File: src/rtl/ma_cvxif_responder.sv
// Coprocessor-side CVXIF responder for the matrix accelerator.
// Decodes offloaded custom-0 instructions and keeps accepted ones in an
// in-order queue until they are committed or killed. Only the head entry is
// sent to the accelerator, so results come back in order and at most one
// accelerator transaction is outstanding.
module ma_cvxif_responder #(
  parameter int         XLEN     = 32,
  parameter int         ID_WIDTH = 3,
  parameter int         DEPTH    = 4,
  parameter logic [6:0] OPCODE   = 7'h0B
) (
  input  logic                clk_i,
  input  logic                rst_i,
  input  logic                issue_valid_i,
  output logic                issue_ready_o,
  input  logic [31:0]         issue_instr_i,
  input  logic [ID_WIDTH-1:0] issue_id_i,
  input  logic [XLEN-1:0]     issue_rs1_i,
  input  logic [XLEN-1:0]     issue_rs2_i,
  output logic                issue_accept_o,
  output logic                issue_writeback_o,
  input  logic                commit_valid_i,
  input  logic [ID_WIDTH-1:0] commit_id_i,
  input  logic                commit_kill_i,
  output logic                result_valid_o,
  input  logic                result_ready_i,
  output logic [ID_WIDTH-1:0] result_id_o,
  output logic [XLEN-1:0]     result_data_o,
  output logic [4:0]          result_rd_o,
  output logic                result_we_o,
  output logic                cmd_valid_o,
  input  logic                cmd_ready_i,
  output logic [9:0]          cmd_funct_o,
  output logic [XLEN-1:0]     cmd_rs1_o,
  output logic [XLEN-1:0]     cmd_rs2_o,
  input  logic                rsp_valid_i,
  output logic                rsp_ready_o,
  input  logic [XLEN-1:0]     rsp_data_i
);
  localparam int PW = (DEPTH > 1) ? $clog2(DEPTH) : 1;
  localparam int CW = PW + 1;

  typedef struct packed {
    logic                vld;
    logic [ID_WIDTH-1:0] id;
    logic [9:0]          funct;
    logic [XLEN-1:0]     rs1;
    logic [XLEN-1:0]     rs2;
    logic [4:0]          rd;
    logic                we;
    logic                cmt;
    logic                kil;
  } entry_t;

  typedef enum logic [1:0] {S_IDLE, S_DISPATCH, S_WAIT_RSP, S_RESULT} state_e;

  entry_t          q_q [DEPTH];
  entry_t          q_d [DEPTH];
  logic [PW-1:0]   head_q, head_d, tail_q, tail_d;
  logic [CW-1:0]   count_q, count_d;
  state_e          state_q, state_d;
  logic [XLEN-1:0] rsp_q, rsp_d;

  logic [2:0] dec_f3;
  logic [4:0] dec_rd;
  logic       dec_accept, dec_wb;
  logic       alloc, pop, issue_cmt_hit;
  logic       head_vld, head_cmt, head_kil;
  logic       unused_instr_bits;

  assign dec_f3            = issue_instr_i[14:12];
  assign dec_rd            = issue_instr_i[11:7];
  assign dec_accept        = (issue_instr_i[6:0] == OPCODE) && (dec_f3 != 3'b111);
  assign dec_wb            = dec_accept && (dec_f3 <= 3'b011) && (dec_rd != 5'd0);
  assign unused_instr_bits = ^issue_instr_i[24:15];

  assign issue_ready_o     = (count_q < CW'(DEPTH));
  assign issue_accept_o    = issue_valid_i & dec_accept;
  assign issue_writeback_o = issue_valid_i & dec_wb;
  assign alloc             = issue_valid_i & issue_ready_o & dec_accept;
  assign issue_cmt_hit     = commit_valid_i && (commit_id_i == issue_id_i);

  // Next-state: commit marking, head FSM, pop at head and allocate at tail.
  always_comb begin
    q_d     = q_q;
    head_d  = head_q;
    tail_d  = tail_q;
    state_d = state_q;
    rsp_d   = rsp_q;
    pop     = 1'b0;

    for (int i = 0; i < DEPTH; i++) begin
      if (commit_valid_i && q_q[i].vld && !q_q[i].cmt && (q_q[i].id == commit_id_i)) begin
        q_d[i].cmt = 1'b1;
        q_d[i].kil = commit_kill_i;
      end
    end

    // Head view includes this cycle's commit so dispatch starts one cycle after it.
    head_vld = q_d[head_q].vld;
    head_cmt = q_d[head_q].cmt;
    head_kil = q_d[head_q].kil;

    case (state_q)
      S_IDLE: begin
        if (head_vld && head_cmt) begin
          if (head_kil) pop = 1'b1;
          else          state_d = S_DISPATCH;
        end
      end
      S_DISPATCH: if (cmd_ready_i) state_d = S_WAIT_RSP;
      S_WAIT_RSP: begin
        if (rsp_valid_i) begin
          rsp_d   = rsp_data_i;
          state_d = S_RESULT;
        end
      end
      S_RESULT: begin
        if (result_ready_i) begin
          pop     = 1'b1;
          state_d = S_IDLE;
        end
      end
      default: state_d = S_IDLE;
    endcase

    if (pop) begin
      q_d[head_q].vld = 1'b0;
      head_d          = head_q + PW'(1);
    end

    // Tail slot is always free when alloc is possible, so it never aliases the popped head.
    if (alloc) begin
      q_d[tail_q] = '{vld:   1'b1,
                      id:    issue_id_i,
                      funct: {issue_instr_i[31:25], dec_f3},
                      rs1:   issue_rs1_i,
                      rs2:   issue_rs2_i,
                      rd:    dec_rd,
                      we:    dec_wb,
                      cmt:   issue_cmt_hit,
                      kil:   issue_cmt_hit && commit_kill_i};
      tail_d = tail_q + PW'(1);
    end

    count_d = count_q + CW'(alloc) - CW'(pop);
  end

  // State registers with synchronous reset that drops every queued entry.
  always_ff @(posedge clk_i) begin
    if (rst_i) begin
      for (int i = 0; i < DEPTH; i++) q_q[i] <= '0;
      head_q  <= '0;
      tail_q  <= '0;
      count_q <= '0;
      state_q <= S_IDLE;
      rsp_q   <= '0;
    end else begin
      q_q     <= q_d;
      head_q  <= head_d;
      tail_q  <= tail_d;
      count_q <= count_d;
      state_q <= state_d;
      rsp_q   <= rsp_d;
    end
  end

  assign cmd_valid_o    = (state_q == S_DISPATCH);
  assign cmd_funct_o    = cmd_valid_o ? q_q[head_q].funct : '0;
  assign cmd_rs1_o      = cmd_valid_o ? q_q[head_q].rs1 : '0;
  assign cmd_rs2_o      = cmd_valid_o ? q_q[head_q].rs2 : '0;
  assign rsp_ready_o    = (state_q == S_WAIT_RSP);
  assign result_valid_o = (state_q == S_RESULT);
  assign result_id_o    = result_valid_o ? q_q[head_q].id : '0;
  assign result_rd_o    = result_valid_o ? q_q[head_q].rd : '0;
  assign result_we_o    = result_valid_o & q_q[head_q].we;
  assign result_data_o  = (result_valid_o && q_q[head_q].we) ? rsp_q : '0;
endmodule

File: config.mk
export PLATFORM = sky130hd
export DESIGN_NAME = ma_cvxif_responder
export DESIGN_NICKNAME = d
export VERILOG_FILES = /design/src/rtl/ma_cvxif_responder.sv
export SDC_FILE = /design/constraint.sdc
export NUM_CORES = 1
export LEC_CHECK = 0
export CAP_MARGIN = 30
export CORE_AREA = 2 2 178 180
export DETAILED_ROUTE_END_ITERATION = 7
export DIE_AREA = 0 0 180 182
export GPL_ROUTABILITY_DRIVEN = 0
export PLACE_DENSITY_LB_ADDON = 0.1
export SYNTH_ARGS = -nofsm -noshare
export SYNTH_HDL_FRONTEND = slang
export SYNTH_SLANG_ARGS = --single-unit
File: constraint.sdc
create_clock -name clk_i -period 6.15 [get_ports clk_i]
set_input_delay 0.615 -clock clk_i [delete_from_list [all_inputs] [get_ports clk_i]]
set_output_delay 0.615 -clock clk_i [all_outputs]
set_load 0.01 [all_outputs]
==> qor.yml <==
grt_usage: 0.273
instances_no_fill: 2586
synth_edf_count: 0
cts_resized: 0
htreeDepth: 2
hold_buffers: 0
dp.cells: 2507
antenna_found_initial: 7
timing.rr.start: "q_q[342]$_SDFFE_PP0P_"
syn_to_final_growth_pct: 24.8
numCtsBuffers: 41
leakagePower_nw: 6.88
synth_area_um2: 16700
hpwl_mm: 26.2
timing.final.crit_share: 0.638
synth_nets: 2155
grt_pass1_wl_mm: 73.2
die_h_um: 182
finish.instance_area_um2: 20800
power_mw: 5.22
firstDrtPassIters: 5
drcViolationCount: 0
antenna_left: 0
worstHoldStart: "rsp_q[13]$_SDFFE_PP0P_"
die-area_um2: 32800
rows: 65
required_ns: 6.55
vdd_ir_drop_max_v: 0.000226
clk_path_buf_depth: 3
maxCapViolCount: 0
max_freq_ghz: 0.255
r2r-end: "count_q[2]$_SDFF_PP0_"
synth_cells: 1997
start_kind: "input port"
path_class: "in2reg"
mostFrequentLayoutCells: "729 x nand2_1, 383 x dfxtp_1, 372 x a21oi_1, 251 x clkdlybuf4s50_1, 87 x and2_1"
ys_ff_latch: 385
fin_skew_ns: 0.0231
synthArstFlopShare: 0
syn_area_per_cell_um2: 8.36
worstPathArrival_ns: 4.32
rr_worst_depth: 13
wirelength_mm: 45.8
vias_per_cell: 5.56
worstPathMaxFanout: 7
min_to: "rsp_q[13]$_SDFFE_PP0P_"
layout_commonest_cell: "nand2_1"
io_pins: 263
ys_warn_count: 0
grt_overflow: 0
numPortBuffers: 252
cts_tree: "done"
post-cts-setup-buffers: 0
layout-drive-gt1-share: 0.0882
worst_pin_slew_ns: 0.951
status: "finished, final reports clean"
maxSlewHeadroom: 0.366
slew_viol_final: 0
clock_latency_ns: 0.53
wire_per_inst_um: 17.7
num_vias: 14400
yosysUniqueCellTypes: 50
fin_crit_ns: 3.93
synthFlopType: "dfxtp_1"
finalNetCount: 2306
placed_cell_area_um2: 19400
min_path_cells: 2
coreArea_um2: 31000
clock_sinks: 385
setup_viol: 0
root_buffer: "clkbuf_16"
endpoint_kind: "register"
clk_pin_slew_ns: 0.06
hold_slack_ns: 0.450
ys_seq_area_frac: 0.462
rsz0062_at_grt: "no"
grt_pass1_vias: 14100
p_per_area_nw_per_um2: 251
hold_violations: 0
hold_path.class: "reg2reg"
setup_tns_ns: 0
drt_iter0_drc: 1161
crit_start: "commit_id_i[0]"
die_w_um: 180
r2r_slack_ns: 2.61
start_util: 0.539
grt_start_max_net_pins: 160
[sequential cells by signal, indices dropped and copies added, names as in the netlist]
register and count:
q_q 344, rsp_q 32, count_q 3, head_q 2
state_q 2, tail_q 2
[cell usage after synthesis, types with 9 or more instances]
library cell | n | area, um^2
nand2_1 | 729 | 2740
dfxtp_1 | 385 | 7710
a21oi_1 | 372 | 1860
clkbuf_1 | 135 | 507
and2_1 | 87 | 544
mux4_2 | 84 | 1890
and3_1 | 36 | 225
nor2_1 | 27 | 101
inv_1 | 18 | 67.6
buf_1 | 16 | 60.1
ha_1 | 15 | 188
buf_2 | 9 | 45.0
[per-layer routing]
layer | global-route usage | up-vias | part of all wire
met3 | 0.0485 | 61 | 0.069
met2 | 0.470 | 469 | 0.49
met1 | 0.351 | 6923 | 0.42
met4 | 0.0842 | 0 | 0.020
met5 | 0 | - | 0
li1 | - | 6935 | -
[per-stage QoR]
step | setup WS [ns] | util
after floorplan | 2.41 | -
after global placement | 1.69 | 0.623
after detailed placement | 1.68 | 0.626
after CTS | 2.24 | 0.672
after global routing | 2.06 | 0.672
final | 2.22 | 0.672
[worst max-delay path by stage]
stage,to,slack [ns],cells after the start
floorplan,count_q[2]$_SDFF_PP0_,2.41,14
global placement,count_q[2]$_SDFF_PP0_,1.69,14
finish,count_q[2]$_SDFF_PP0_,2.22,14
global route,count_q[2]$_SDFF_PP0_,2.06,14
CTS,count_q[2]$_SDFF_PP0_,2.24,14
detailed placement,count_q[2]$_SDFF_PP0_,1.68,14
[worst max-delay path, cell delays in order]
cell and delay [ns]:
clkdlybuf4s50_1 0.70, xor2_1 0.15, or4_1 0.58, mux2i_1 0.15, mux4_2 0.52, o22ai_4 0.32, ha_1 0.29, inv_1 0.06
ha_1 0.13, inv_1 0.05, fa_1 0.39, xor2_1 0.18, xnor2_1 0.14, nor2_1 0.05
[power breakdown]
part	internal (mW)	switching (mW)	leakage, nW	total [mW]
clock network	1.55	0.987	0.696	2.54
logic	0.0878	0.0964	3.08	0.184
registers	2.49	0.000865	3.10	2.49
[logic make-up (layout without fill, tap and decap cells)]
family | after synthesis | in the layout | synth area share
simple gates | 911 | 911 | 0.231
compound gates | 394 | 394 | 0.124
flops | 385 | 385 | 0.462
buf+inv | 181 | 362 | 0.0423
mux | 92 | 92 | 0.118
xor+xnor | 18 | 18 | 0.0110
fa+ha+maj | 16 | 16 | 0.0124
other cells | 0 | 6 | 0
[area by class of cell]
cell class,count,area (um^2)
diodes,6,15.0
clock buffers,59,1230
clock inverters,14,180
fillers,2570,10200
inverters,19,71.3
multi-input cells,1431,8360
flip-flops and latches,385,7710
well taps,402,503
repair buffers,270,2760
Power figures use the tool's default switching activity.
